**config.mk**
```make
export PLATFORM = sky130hd
export DESIGN_NAME = ysyx_22050612_fetch
export DESIGN_NICKNAME = d
export VERILOG_FILES = /design/src/rtl/ysyx_22050612_fetch.sv
export SDC_FILE = /design/constraint.sdc
export NUM_CORES = 1
export LEC_CHECK = 0
export ABC_CLOCK_PERIOD_IN_PS = 2500
export BUFFER_PORTS_ARGS = -buffer_cell sky130_fd_sc_hd__clkbuf_2
export CORE_ASPECT_RATIO = 2
export CORE_MARGIN = 5
export CORE_UTILIZATION = 46
export DETAILED_ROUTE_END_ITERATION = 10
export PLACE_DENSITY_LB_ADDON = 0.1
export SETUP_SLACK_MARGIN = 0.4
export SLEW_MARGIN = 20
export SYNTH_ARGS = -nofsm -noshare
export SYNTH_HDL_FRONTEND = slang
export SYNTH_SLANG_ARGS = --single-unit
export TNS_END_PERCENT = 50
```
**constraint.sdc**
```tcl
create_clock -name clk -period 2.5 [get_ports clk]
set_input_delay 0.125 -clock clk [delete_from_list [all_inputs] [get_ports clk]]
set_output_delay 0.125 -clock clk [all_outputs]
set_load 0.02 [all_outputs]
```
**src/rtl/ysyx_22050612_fetch.sv**
```systemverilog
// ysyx_22050612_fetch: redirectable PC/fetch stage feeding the IDU over valid/ready
// Ports: clk, rst (async active-low); mem_req_* request channel (addr = pc);
// mem_rsp_* in-order response; out_* instruction+pc to IDU; redirect_* from EXU;
// fetch_cnt counts completed out handshakes.
module ysyx_22050612_fetch #(
  parameter logic [63:0] RESET_PC = 64'h0000_0000_8000_0000
) (
  input  logic        clk,
  input  logic        rst,
  output logic        mem_req_valid,
  input  logic        mem_req_ready,
  output logic [63:0] mem_req_addr,
  input  logic        mem_rsp_valid,
  input  logic [31:0] mem_rsp_data,
  output logic        out_valid,
  input  logic        out_ready,
  output logic [31:0] out_inst,
  output logic [63:0] out_pc,
  input  logic        redirect_valid,
  input  logic [63:0] redirect_pc,
  output logic [63:0] fetch_cnt
);
  typedef enum logic [1:0] {IDLE, REQ, WAIT, HOLD} state_e;
  state_e state_q, state_d;
  logic [63:0] pc_q, pc_d, opc_q, opc_d, cnt_q, cnt_d;
  logic [31:0] inst_q, inst_d;
  logic squash_q, squash_d;
  always_comb begin
    state_d  = state_q;
    pc_d     = pc_q;
    opc_d    = opc_q;
    inst_d   = inst_q;
    cnt_d    = cnt_q;
    squash_d = squash_q;
    case (state_q)
      IDLE: state_d = REQ;
      REQ: if (mem_req_ready) begin
        state_d  = WAIT;
        squash_d = redirect_valid;
      end
      WAIT: if (mem_rsp_valid) begin
        if (squash_q || redirect_valid) begin
          squash_d = 1'b0;
          state_d  = REQ;
        end else begin
          inst_d  = mem_rsp_data;
          opc_d   = pc_q;
          state_d = HOLD;
        end
      end else if (redirect_valid) squash_d = 1'b1;
      HOLD: begin
        if (out_ready) begin
          pc_d    = pc_q + 64'd4;
          cnt_d   = cnt_q + 64'd1;
          state_d = REQ;
        end
        if (redirect_valid) state_d = REQ;
      end
      default: state_d = IDLE;
    endcase
    if (redirect_valid) pc_d = {redirect_pc[63:2], 2'b00};
  end
  always_ff @(posedge clk or negedge rst) begin
    if (!rst) begin
      state_q  <= IDLE;
      pc_q     <= RESET_PC;
      opc_q    <= '0;
      inst_q   <= '0;
      cnt_q    <= '0;
      squash_q <= 1'b0;
    end else begin
      state_q  <= state_d;
      pc_q     <= pc_d;
      opc_q    <= opc_d;
      inst_q   <= inst_d;
      cnt_q    <= cnt_d;
      squash_q <= squash_d;
    end
  end
  assign mem_req_valid = state_q == REQ;
  assign mem_req_addr  = pc_q;
  assign out_valid     = state_q == HOLD;
  assign out_inst      = inst_q;
  assign out_pc        = opc_q;
  assign fetch_cnt     = cnt_q;
endmodule
```
== Yosys cells after proc, flatten, opt, wreduce, memory -nomap -nowiden ==
Index checks and enable logic that the tools add are counted.

* $add $sub $neg: 2
* Equality and inequality tests: 8
* Multiplexer cells: 14
* Bitwise gates (word level): 1
* Reductions and logical operators: 10

{| class="wikitable"
|+ Operators with widths
! operator !! number
|-
| 64-bit two-way mux || 3
|-
| 64-bit by 1-bit adder with 64-bit output (second input constant) || 1
|-
| 64-bit by 3-bit adder with 64-bit output (second input constant) || 1
|-
| 2-bit two-way mux || 5
|-
| 2-bit case mux with 4 select lines || 1
|-
| 3-bit != test (second input constant) || 2
|-
| 3-bit AND reduction || 2
|-
| 2-bit nonzero test || 3
|-
| 2-bit equality test (second input constant) || 2
|-
| 1-bit two-way mux || 4
|-
| 2-bit AND reduction || 2
|-
| 4-bit AND reduction || 1
|-
| 3-bit by 1-bit != test with 1-bit output (second input constant) || 1
|-
| 2-bit by 1-bit equality test with 1-bit output (second input constant) || 1
|-
| 2-bit logical NOT || 1
|-
| 2-bit by 1-bit != test with 1-bit output (second input constant) || 1
|-
| 2-bit != test (second input constant) || 1
|-
| 1-bit case mux with 2 select lines || 1
|-
| 1-bit logical OR || 1
|-
| 1-bit inverter || 1
|}

* Register bits: 227
* Output and inout bits: 226

== Depth between registers and ports, before layout ==
Gate-level depths: netlist of the first run.

* Word-level depth: 4
* Mapped depth: 9
* Mapped depth without buffers: 6

== Least setup slack after synthesis of the first run ==
OpenSTA, ideal clock, no wires.

* Kind: flip-flop to flip-flop
* Start point: reg state_q[0]
* End point: reg pc_q[61] (netlist: mem_req_addr[61])
* Library setup time: 0.082 ns
* Data arrival time: 2.724 ns
* Setup slack: -0.306 ns
* Stages on the path, launching flop included: 10
* Clock period less this slack: 2.806 ns
* Cells stage by stage: dfrtp_1 ha_1 buf_2 nand4_1 or4_1 buf_2 or3_1 buf_2 or4b_1 a31oi_1

* Word-level cells in the longest chain between the ends: 3

{| class="wikitable"
|+ RTL lines
! what !! RTL line !! source
|-
| start: declaration || 24 || <nowiki>state_e state_q, state_d;</nowiki>
|-
| start signal: assignment || 72 || <nowiki>state_q <= state_d;</nowiki>
|-
| 2-bit equality test || -- ||
|-
| via out_valid || 15 || <nowiki>output logic out_valid,</nowiki>
|-
| 2-bit nonzero test (no line) || -- ||
|-
| 2-bit AND reduction (no line) || -- ||
|-
| end signal: assignment || 73 || <nowiki>pc_q <= pc_d;</nowiki>
|-
| end: declaration || 25 || <nowiki>logic [63:0] pc_q, pc_d, opc_q, opc_d, cnt_q, cnt_d;</nowiki>
|}

The timed path passes the listed nets, and every way through them passes these cells.
A chain may end at the register's enable or synchronous reset.

== Worst setup path in the final report of the first run ==
* Start point: reg state_q[1]
* End point: reg pc_q[61] (netlist: mem_req_addr[61])

* Word-level cells in the longest chain between the ends: 3

{| class="wikitable"
|+ RTL lines
! what !! RTL line !! source
|-
| 2-bit equality test || 35 || <nowiki>case (state_q)</nowiki>
|-
| 2-bit nonzero test (no line) || -- ||
|-
| 2-bit AND reduction (no line) || -- ||
|}

No other way between the ends.

==> results of run 1 <==
path summary, 6_finish.rpt:
path | depth (start not counted) | start | slack (ns) | end
max | 6 | state_q[1] | 0.26 | mem_req_addr[61]
min | 3 | redirect_valid | 0.006 | mem_req_addr[24]
max reg2reg | 6 | state_q[1] | 0.26 | mem_req_addr[61]
min reg2reg | 1 | fetch_cnt[63] | 0.47 | fetch_cnt[63]
max in group asynchronous | 3 | rst | 1.59 | mem_req_addr[31]
min in group asynchronous | 2 | rst | 0.19 | fetch_cnt[20]
critical path, stage by stage (launching register included):
cell	delay (ns)
sky130_fd_sc_hd__dfrtp_1	0.41
sky130_fd_sc_hd__ha_4	0.15
sky130_fd_sc_hd__nand4_1	0.14
sky130_fd_sc_hd__or4_4	0.48
sky130_fd_sc_hd__or3_4	0.40
sky130_fd_sc_hd__or4b_4	0.48
sky130_fd_sc_hd__a31oi_1	0.13
state kept, by name, indices dropped and copies added (netlist names):
name,cells
fetch_cnt,64
state_q,2
out_inst,32
mem_req_addr,62
squash_q,1
out_pc,62
cell usage in the layout (no fill, tap or decap), types with 4 or more instances in the layout:
cell type / instances
sky130_fd_sc_hd__nand3_1: 48
sky130_fd_sc_hd__a31oi_1: 12
sky130_fd_sc_hd__nand2_1: 93
sky130_fd_sc_hd__buf_12: 5
sky130_fd_sc_hd__buf_4: 80
sky130_fd_sc_hd__clkbuf_8: 5
sky130_fd_sc_hd__nor4_2: 7
sky130_fd_sc_hd__conb_1: 4
sky130_fd_sc_hd__o21ai_0: 41
sky130_fd_sc_hd__and4_1: 5
sky130_fd_sc_hd__nor2_1: 42
sky130_fd_sc_hd__o21ai_1: 4
sky130_fd_sc_hd__nor3_1: 28
sky130_fd_sc_hd__o31ai_1: 4
sky130_fd_sc_hd__nand4_1: 44
sky130_fd_sc_hd__nor4_1: 10
sky130_fd_sc_hd__ha_1: 4
sky130_fd_sc_hd__and3_1: 18
sky130_fd_sc_hd__mux2i_1: 5
sky130_fd_sc_hd__or4_4: 6
sky130_fd_sc_hd__xnor2_1: 65
sky130_fd_sc_hd__nor4_4: 9
sky130_fd_sc_hd__clkbuf_2: 319
sky130_fd_sc_hd__nor2b_1: 6
sky130_fd_sc_hd__dfrtp_2: 22
sky130_fd_sc_hd__dfrtp_1: 200
sky130_fd_sc_hd__clkbuf_16: 25
sky130_fd_sc_hd__or3_1: 7
sky130_fd_sc_hd__clkbuf_1: 6
sky130_fd_sc_hd__mux2_2: 97
sky130_fd_sc_hd__dlygate4sd3_1: 99
sky130_fd_sc_hd__xor2_1: 38
sky130_fd_sc_hd__inv_1: 23
sky130_fd_sc_hd__or4_1: 8
what timing repair did:
item                                   CTS  global route
pin swaps                                5             8
setup endpoints to repair              107           137
gates resized for setup                 26            29
buffers inserted                        15             8
hold buffers                            99             0
cloned                                   0             3
endpoints found under the hold margin  162             0
kinds of logic after synthesis:
group / Yosys count / synth area share
adder cells (fa/ha/maj): 6 / 0.007301
XOR/XNOR: 103 / 0.08773
multiplexers: 102 / 0.1111
other: 1 / 0.0003647
flip-flops: 223 / 0.5428
buffers and inverters: 66 / 0.02616
AO/OA/AOI/OAI: 78 / 0.04515
AND/OR/NAND/NOR: 355 / 0.1794
synth_stat cells, types with 2 or more instances:
master,instances,share of area
sky130_fd_sc_hd__a211o_1,2,0.0017
sky130_fd_sc_hd__a21oi_1,3,0.0015
sky130_fd_sc_hd__a221o_1,3,0.0029
sky130_fd_sc_hd__a22oi_1,3,0.0022
sky130_fd_sc_hd__a31oi_1,12,0.0073
sky130_fd_sc_hd__and2_1,3,0.0018
sky130_fd_sc_hd__and3_1,18,0.011
sky130_fd_sc_hd__and4_1,5,0.0043
sky130_fd_sc_hd__buf_1,2,0.00073
sky130_fd_sc_hd__buf_2,5,0.0024
sky130_fd_sc_hd__buf_4,4,0.0029
sky130_fd_sc_hd__clkbuf_1,31,0.011
sky130_fd_sc_hd__dfrtp_1,222,0.54
sky130_fd_sc_hd__ha_1,6,0.0073
sky130_fd_sc_hd__inv_1,23,0.0084
sky130_fd_sc_hd__mux2_2,97,0.11
sky130_fd_sc_hd__mux2i_1,5,0.0049
sky130_fd_sc_hd__nand2_1,93,0.034
sky130_fd_sc_hd__nand2b_1,2,0.0012
sky130_fd_sc_hd__nand3_1,51,0.025
sky130_fd_sc_hd__nand4_1,44,0.027
sky130_fd_sc_hd__nor2_1,43,0.016
sky130_fd_sc_hd__nor2b_1,7,0.0043
sky130_fd_sc_hd__nor3_1,31,0.015
sky130_fd_sc_hd__nor3b_1,2,0.0015
sky130_fd_sc_hd__nor4_1,25,0.015
sky130_fd_sc_hd__nor4b_1,3,0.0026
sky130_fd_sc_hd__o21ai_0,45,0.022
sky130_fd_sc_hd__o31ai_1,5,0.0037
sky130_fd_sc_hd__o41ai_1,2,0.0017
sky130_fd_sc_hd__or3_1,8,0.0049
sky130_fd_sc_hd__or4_1,14,0.010
sky130_fd_sc_hd__or4b_2,2,0.0019
sky130_fd_sc_hd__xnor2_1,65,0.055
sky130_fd_sc_hd__xor2_1,38,0.032
cell type report:
cell class	count	area, µm²	share of cell area
Sequential cell	223	5609	0.3745
Multi-Input combinational cell	648	4777	0.3189
Timing Repair Buffer	510	3415	0.2279
Clock buffer	34	666.9	0.04452
Tap cell	276	345.3	0.02305
Inverter	24	90.09	0.006014
Clock inverter	4	73.82	0.004928
Antenna cell	1	2.502	0.0001671
where the power goes:
part / switching (mW) / total, mW / internal [mW]
clock: 1.40 / 3.44 / 2.04
sequential: 0.536 / 4.95 / 4.42
combinational: 2.15 / 3.67 / 1.52
total: 4.09 / 12.1 / 7.98
layer usage:
layer	vias to the layer above	routed length [µm]	GRT usage
met5	-	13	0
met4	2	1401	0.1030
met3	88	1735	0.04073
met2	304	18630	0.4787
met1	4582	11400	0.2661
li1	4310	-	-
metrics by stage:
stage                     power [mW]  std cells  setup slack (ns)  instance area (µm²)
final                          12.06       1720            0.2574                14980
after floorplan                7.003        937          -0.01644                10440
after CTS                      12.11       1708            0.2776                14690
after global routing           12.64       1720            0.1793                14980
after global placement         8.369       1556            0.1794                12720
after detailed placement       8.471       1556            0.1081                12720
==> run_results.csv, run 1 <==
group,metric,value,unit
cells_and_area,fillers,1778,
clock_network,cts.htree.levels,1,
grt,grt_first_pass_wirelength,51560,µm
synthesis,synthesis.yosys.warnings,0,
drt,vias_per_cell,5.399,
placed_design,dp.final_hpwl,23710,µm
sta,fin_hold_ws,0.006471,ns
floorplanning,io-pin-count,328,
clock_network,clk-insertion-delay-late,0.52,ns
floorplanning,die_area,25620,µm²
grt,grt_max_degree,71,
placed_design,port_buffers,321,
sta,report.final.hold_viol_count,0,
cells_and_area,area_delta_synth_final,45.68,%
clock_network,cts-root-to-sink-buffers,3,
drt,detail-route-antenna-nets,0,
grt,grt_pass1_vias,9871,
status,result_of_the_run,"finished, final reports clean",
drt,detail_route.iter0.violations,537,
grt,groute.usage.overall,0.2517,
synthesis,synth.distinct_cells,45,
sta,maxSlewHeadroom,0.6154,
worst_hold_path,holdCritPathClass,"in2reg",
floorplanning,x_dimension_of_the_die,115.7,µm
clock_network,cts-root-buf,"sky130_fd_sc_hd__clkbuf_16",
synthesis,synth_flop_cell,"sky130_fd_sc_hd__dfrtp_1",
cells_and_area,post_route_cells_drive_above_1_share,0.4207,
synthesis,part_of_the_yosys_area_used_for_sequential_elements,0.5428,
synthesis,synth_enable_flop_cells,0,
pwr,power_per_cell_area,805.2,nW/µm²
synthesis,syn_inst,934,
drt,post_drt_wl_per_cell,19.29,µm
worst_setup_path,worst-endpoint-arrival,2.68,ns
worst_setup_path,required_worst_endpoint,2.94,ns
floorplanning,start_util,0.4661,
sta,timing_max_transition_violations_final,0,
cells_and_area,final_core_util,0.6790,
clock_network,path_clk_slew,0.07,ns
cells_and_area,finish.net_count,1537,
placed_design,gp_routability_congestion,0.8511,
clock_network,cts_made_buffers,22,
flow_run,max-cap-violations,0,
pwr,p_leak,7.260,nW
pwr,ir_drop,767.7,µV
sta,final_setup_tns,0,ns
synthesis,synthesis.area_per_instance,11.01,µm²
worst_setup_path,end_kind,"flop",
sta,fin_skew,0.02215,ns
sta,layout_worst_path_cycle_share,0.8970,
floorplanning,row_count,77,
synthesis,synth_seq_cells,223,
sta,grt_setup_unrepaired,"yes",
drt,wl,33170,µm
drt,drtPass1Iterations,4,
grt,number_of_antenna_violations_at_the_first_check_in_global_routing,2,
floorplanning,die_h,221.4,µm
worst_setup_path,worst-path-max-fanout,2,
worst_setup_path,setup.worst_path.class,"reg2reg",
clock_network,tritoncts_num_sinks,223,
synthesis,synth_async_sr_flop_share,1.000,
sta,fmax,0.4459,GHz
synthesis,synthesis.area,10280,µm²
floorplanning,core-area,22060,µm²
clock_network,clock_tree_from_tritoncts,"built",
drt,drcViolationCount,0,
worst_setup_path,start_kind,"flop",
sta,worst_pin_slew,0.5734,ns
sta,setup_viol,0,
grt,grt_remaining_overflow,0,
drt,vias,9286,
sta,final_period_minus_worst_setup_slack,2.243,ns
(Power assumes the default switching activity.)
==> run 2: changes to the inputs <==
--- a/config.mk
+++ b/config.mk
@@ -5,11 +5,11 @@
 export SDC_FILE = /design/constraint.sdc
 export NUM_CORES = 1
 export LEC_CHECK = 0
-export ABC_CLOCK_PERIOD_IN_PS = 2500
+export ABC_CLOCK_PERIOD_IN_PS = 2300
 export BUFFER_PORTS_ARGS = -buffer_cell sky130_fd_sc_hd__clkbuf_2
 export CORE_ASPECT_RATIO = 2
 export CORE_MARGIN = 5
-export CORE_UTILIZATION = 46
+export CORE_UTILIZATION = 50
 export DETAILED_ROUTE_END_ITERATION = 10
 export PLACE_DENSITY_LB_ADDON = 0.1
 export SETUP_SLACK_MARGIN = 0.4
==> constraint.sdc (replaced) <==
create_clock -name clk -period 2.3 [get_ports clk]
set_input_delay 0.115 -clock clk [delete_from_list [all_inputs] [get_ports clk]]
set_output_delay 0.115 -clock clk [all_outputs]
set_load 0.02 [all_outputs]
==> run 2 against run 1 <==
Clock power down 7.3%. Clock skew fell by 0.0053 ns. First-iteration DRC count down 29%. Die area decreased by 7.5%. Maximum frequency is 1.6% higher. Clock-buffer cell count is 2 lower. Via count rose by 4.6%. Largest cell class unchanged. Final area grew 5.3%. Global-route usage rose by 3.3 points. Largest power group unchanged. Worst setup slack got worse by 0.17 ns. Highest routed layer is now met4. Utilization increased by 9.5 points. Register-to-register slack got worse by 0.17 ns.
==> run_results.csv, run 2 (synthesis results as in run 1) <==
group,metric,value,unit
status,result_of_the_run,"finished, final reports clean",
worst_setup_path,end_kind,"flop",
worst_setup_path,regToRegEndpoint,"mem_req_addr[63]",
drt,drcViolationCount,0,
sta,report.final.hold_viol_count,0,
floorplanning,row_count,74,
sta,worst_pin_slew,0.5853,ns
cells_and_area,finish.net_count,1589,
sta,fmax,0.4528,GHz
drt,vias,9712,
drt,detail-route-antenna-nets,0,
grt,grt_max_degree,70,
floorplanning,die_area,23710,µm²
worst_hold_path,hold-path-endpoint,"fetch_cnt[2]",
drt,detail_route.iter0.violations,379,
clock_network,cts-root-buf,"sky130_fd_sc_hd__clkbuf_16",
worst_hold_path,worstHoldPathCells,4,
pwr,p_total,12.91,mW
grt,number_of_antenna_violations_at_the_first_check_in_global_routing,2,
cells_and_area,post_route_cells_drive_above_1_share,0.4665,
cells_and_area,post_layout_nonfiller_instances,1760,
cells_and_area,final_common_cell,"sky130_fd_sc_hd__clkbuf_2",
floorplanning,x_dimension_of_the_die,111.4,µm
sta,grt_setup_unrepaired,"yes",
clock_network,clock_tree_from_tritoncts,"built",
clock_network,cts.htree.levels,1,
clock_network,path_clk_slew,0.07,ns
grt,grt_remaining_overflow,0,
sta,maxSlewHeadroom,0.6098,
worst_setup_path,reg2reg_slack,0.09,ns
floorplanning,core-area,20370,µm²
grt,groute.usage.overall,0.2852,
sta,layout_worst_path_cycle_share,0.9602,
worst_hold_path,hold_path.startpoint,"out_ready",
worst_setup_path,timing.reg2reg.worst_path_depth,7,
worst_setup_path,timing.rr.start,"mem_req_addr[24]",
placed_design,dpl_cell_area,12960,µm²
placed_design,gp_routability_congestion,0.8428,
grt,grt_first_pass_wirelength,54120,µm
pwr,p_leak,7.572,nW
sta,timing_max_transition_violations_final,0,
worst_setup_path,worst-path-max-fanout,8,
placed_design,port_buffers,321,
worst_setup_path,required_worst_endpoint,2.69,ns
flow_run,max-cap-violations,0,
floorplanning,die_h,212.8,µm
clock_network,clk-insertion-delay-late,0.50,ns
drt,wl,35360,µm
placed_design,dp_cells,1570,
cells_and_area,area_of_all_placed_cells_without_fillers,15770,µm²
cells_and_area,area_delta_synth_final,53.33,%
pwr,ir_drop,933.8,µV
cells_and_area,final_core_util,0.7740,
cells_and_area,largest_register_ff_count,64,
grt,grt_pass1_vias,10192,
sta,fin_skew,0.01684,ns
clock_network,cts_made_buffers,20,
worst_hold_path,holdCritPathClass,"in2reg",
pwr,power_per_cell_area,819.1,nW/µm²
sta,final_period_minus_worst_setup_slack,2.208,ns
placed_design,dp.final_hpwl,23660,µm
drt,drtPass1Iterations,5,
cells_and_area,mostFrequentLayoutCells,"sky130_fd_sc_hd__clkbuf_2 (319), sky130_fd_sc_hd__dfrtp_1 (191), sky130_fd_sc_hd__buf_4 (107)",
worst_setup_path,start_kind,"flop",
drt,post_drt_wl_per_cell,20.09,µm
worst_setup_path,setup.worst_path.class,"reg2reg",
drt,vias_per_cell,5.518,
worst_setup_path,worst-endpoint-arrival,2.60,ns
clock_network,tritoncts_num_sinks,223,
floorplanning,start_util,0.5048,
floorplanning,io-pin-count,328,
clock_network,cts-root-to-sink-buffers,3,
sta,setup_viol,0,
==> run 2: worst max-delay path by stage <==
stage / start / to / slack (ns)
4_1_cts: mem_req_addr[23] / mem_req_addr[61] / 0.08
5_1_grt: state_q[0] / mem_req_addr[63] / 0.04
6_report: mem_req_addr[24] / mem_req_addr[63] / 0.09
3_3_place_gp: mem_req_addr[21] / mem_req_addr[61] / 0.04
2_1_floorplan: mem_req_addr[21] / mem_req_addr[61] / -0.21
3_5_place_dp: mem_req_addr[21] / mem_req_addr[53] / 0.01
==> run 2: where the power goes <==
group / switching (mW) / total [mW] / internal (mW)
Clock: 1.45 / 3.19 / 1.74
Sequential: 0.562 / 5.36 / 4.80
Combinational: 2.47 / 4.36 / 1.89
Total: 4.48 / 12.9 / 8.43
==> run 2: metrics by stage <==
stage               setup TNS (ns)  setup slack (ns)  hold WS (ns)
floorplan                  -0.2944           -0.2143       -0.1806
global placement                 0           0.04299        0.1104
detailed placement               0           0.01478        0.1210
CTS                              0           0.07993       0.07363
global route                     0           0.03625       0.09961
finish                           0           0.09163       0.09465
==> run 2: timing repair <==
| item | in CTS | in global routing |
|---|---|---|
| pin swaps | 35 | 32 |
| endpoints found under the hold margin | 159 | 0 |
| cloned | 6 | 3 |
| hold buffers | 100 | 0 |
| gates resized for setup | 64 | 83 |
| setup endpoints to repair | 152 | 169 |
| buffers inserted | 27 | 19 |
==> run 2: final cells by class <==
| cell class | count | area, µm² |
|---|---|---|
| Sequential cell | 223 | 5620 |
| Multi-Input combinational cell | 649 | 5139 |
| Fill cell | 1408 | 4603 |
| Timing Repair Buffer | 563 | 3985 |
| Clock buffer | 32 | 586.8 |
| Tap cell | 266 | 332.8 |
| Inverter | 24 | 92.59 |
| Clock inverter | 1 | 5.005 |
| Antenna cell | 2 | 5.005 |
==> run 2: worst max-delay path: stages, from the launching register on <==
cell	delay (ns)
sky130_fd_sc_hd__dfrtp_1	0.35
sky130_fd_sc_hd__nand4_1	0.21
sky130_fd_sc_hd__or4_4	0.60
sky130_fd_sc_hd__buf_4	0.20
sky130_fd_sc_hd__nor4_2	0.25
sky130_fd_sc_hd__buf_4	0.16
sky130_fd_sc_hd__a31oi_1	0.07
sky130_fd_sc_hd__o31a_1	0.27
==> run 2: metal layers <==
metal | part of all wire | up-vias | track usage
met5 | 0 | - | 0
met4 | 0.059 | 0 | 0.1579
met3 | 0.049 | 125 | 0.04226
met2 | 0.56 | 363 | 0.5408
met1 | 0.33 | 4814 | 0.2984
li1 | - | 4410 | -
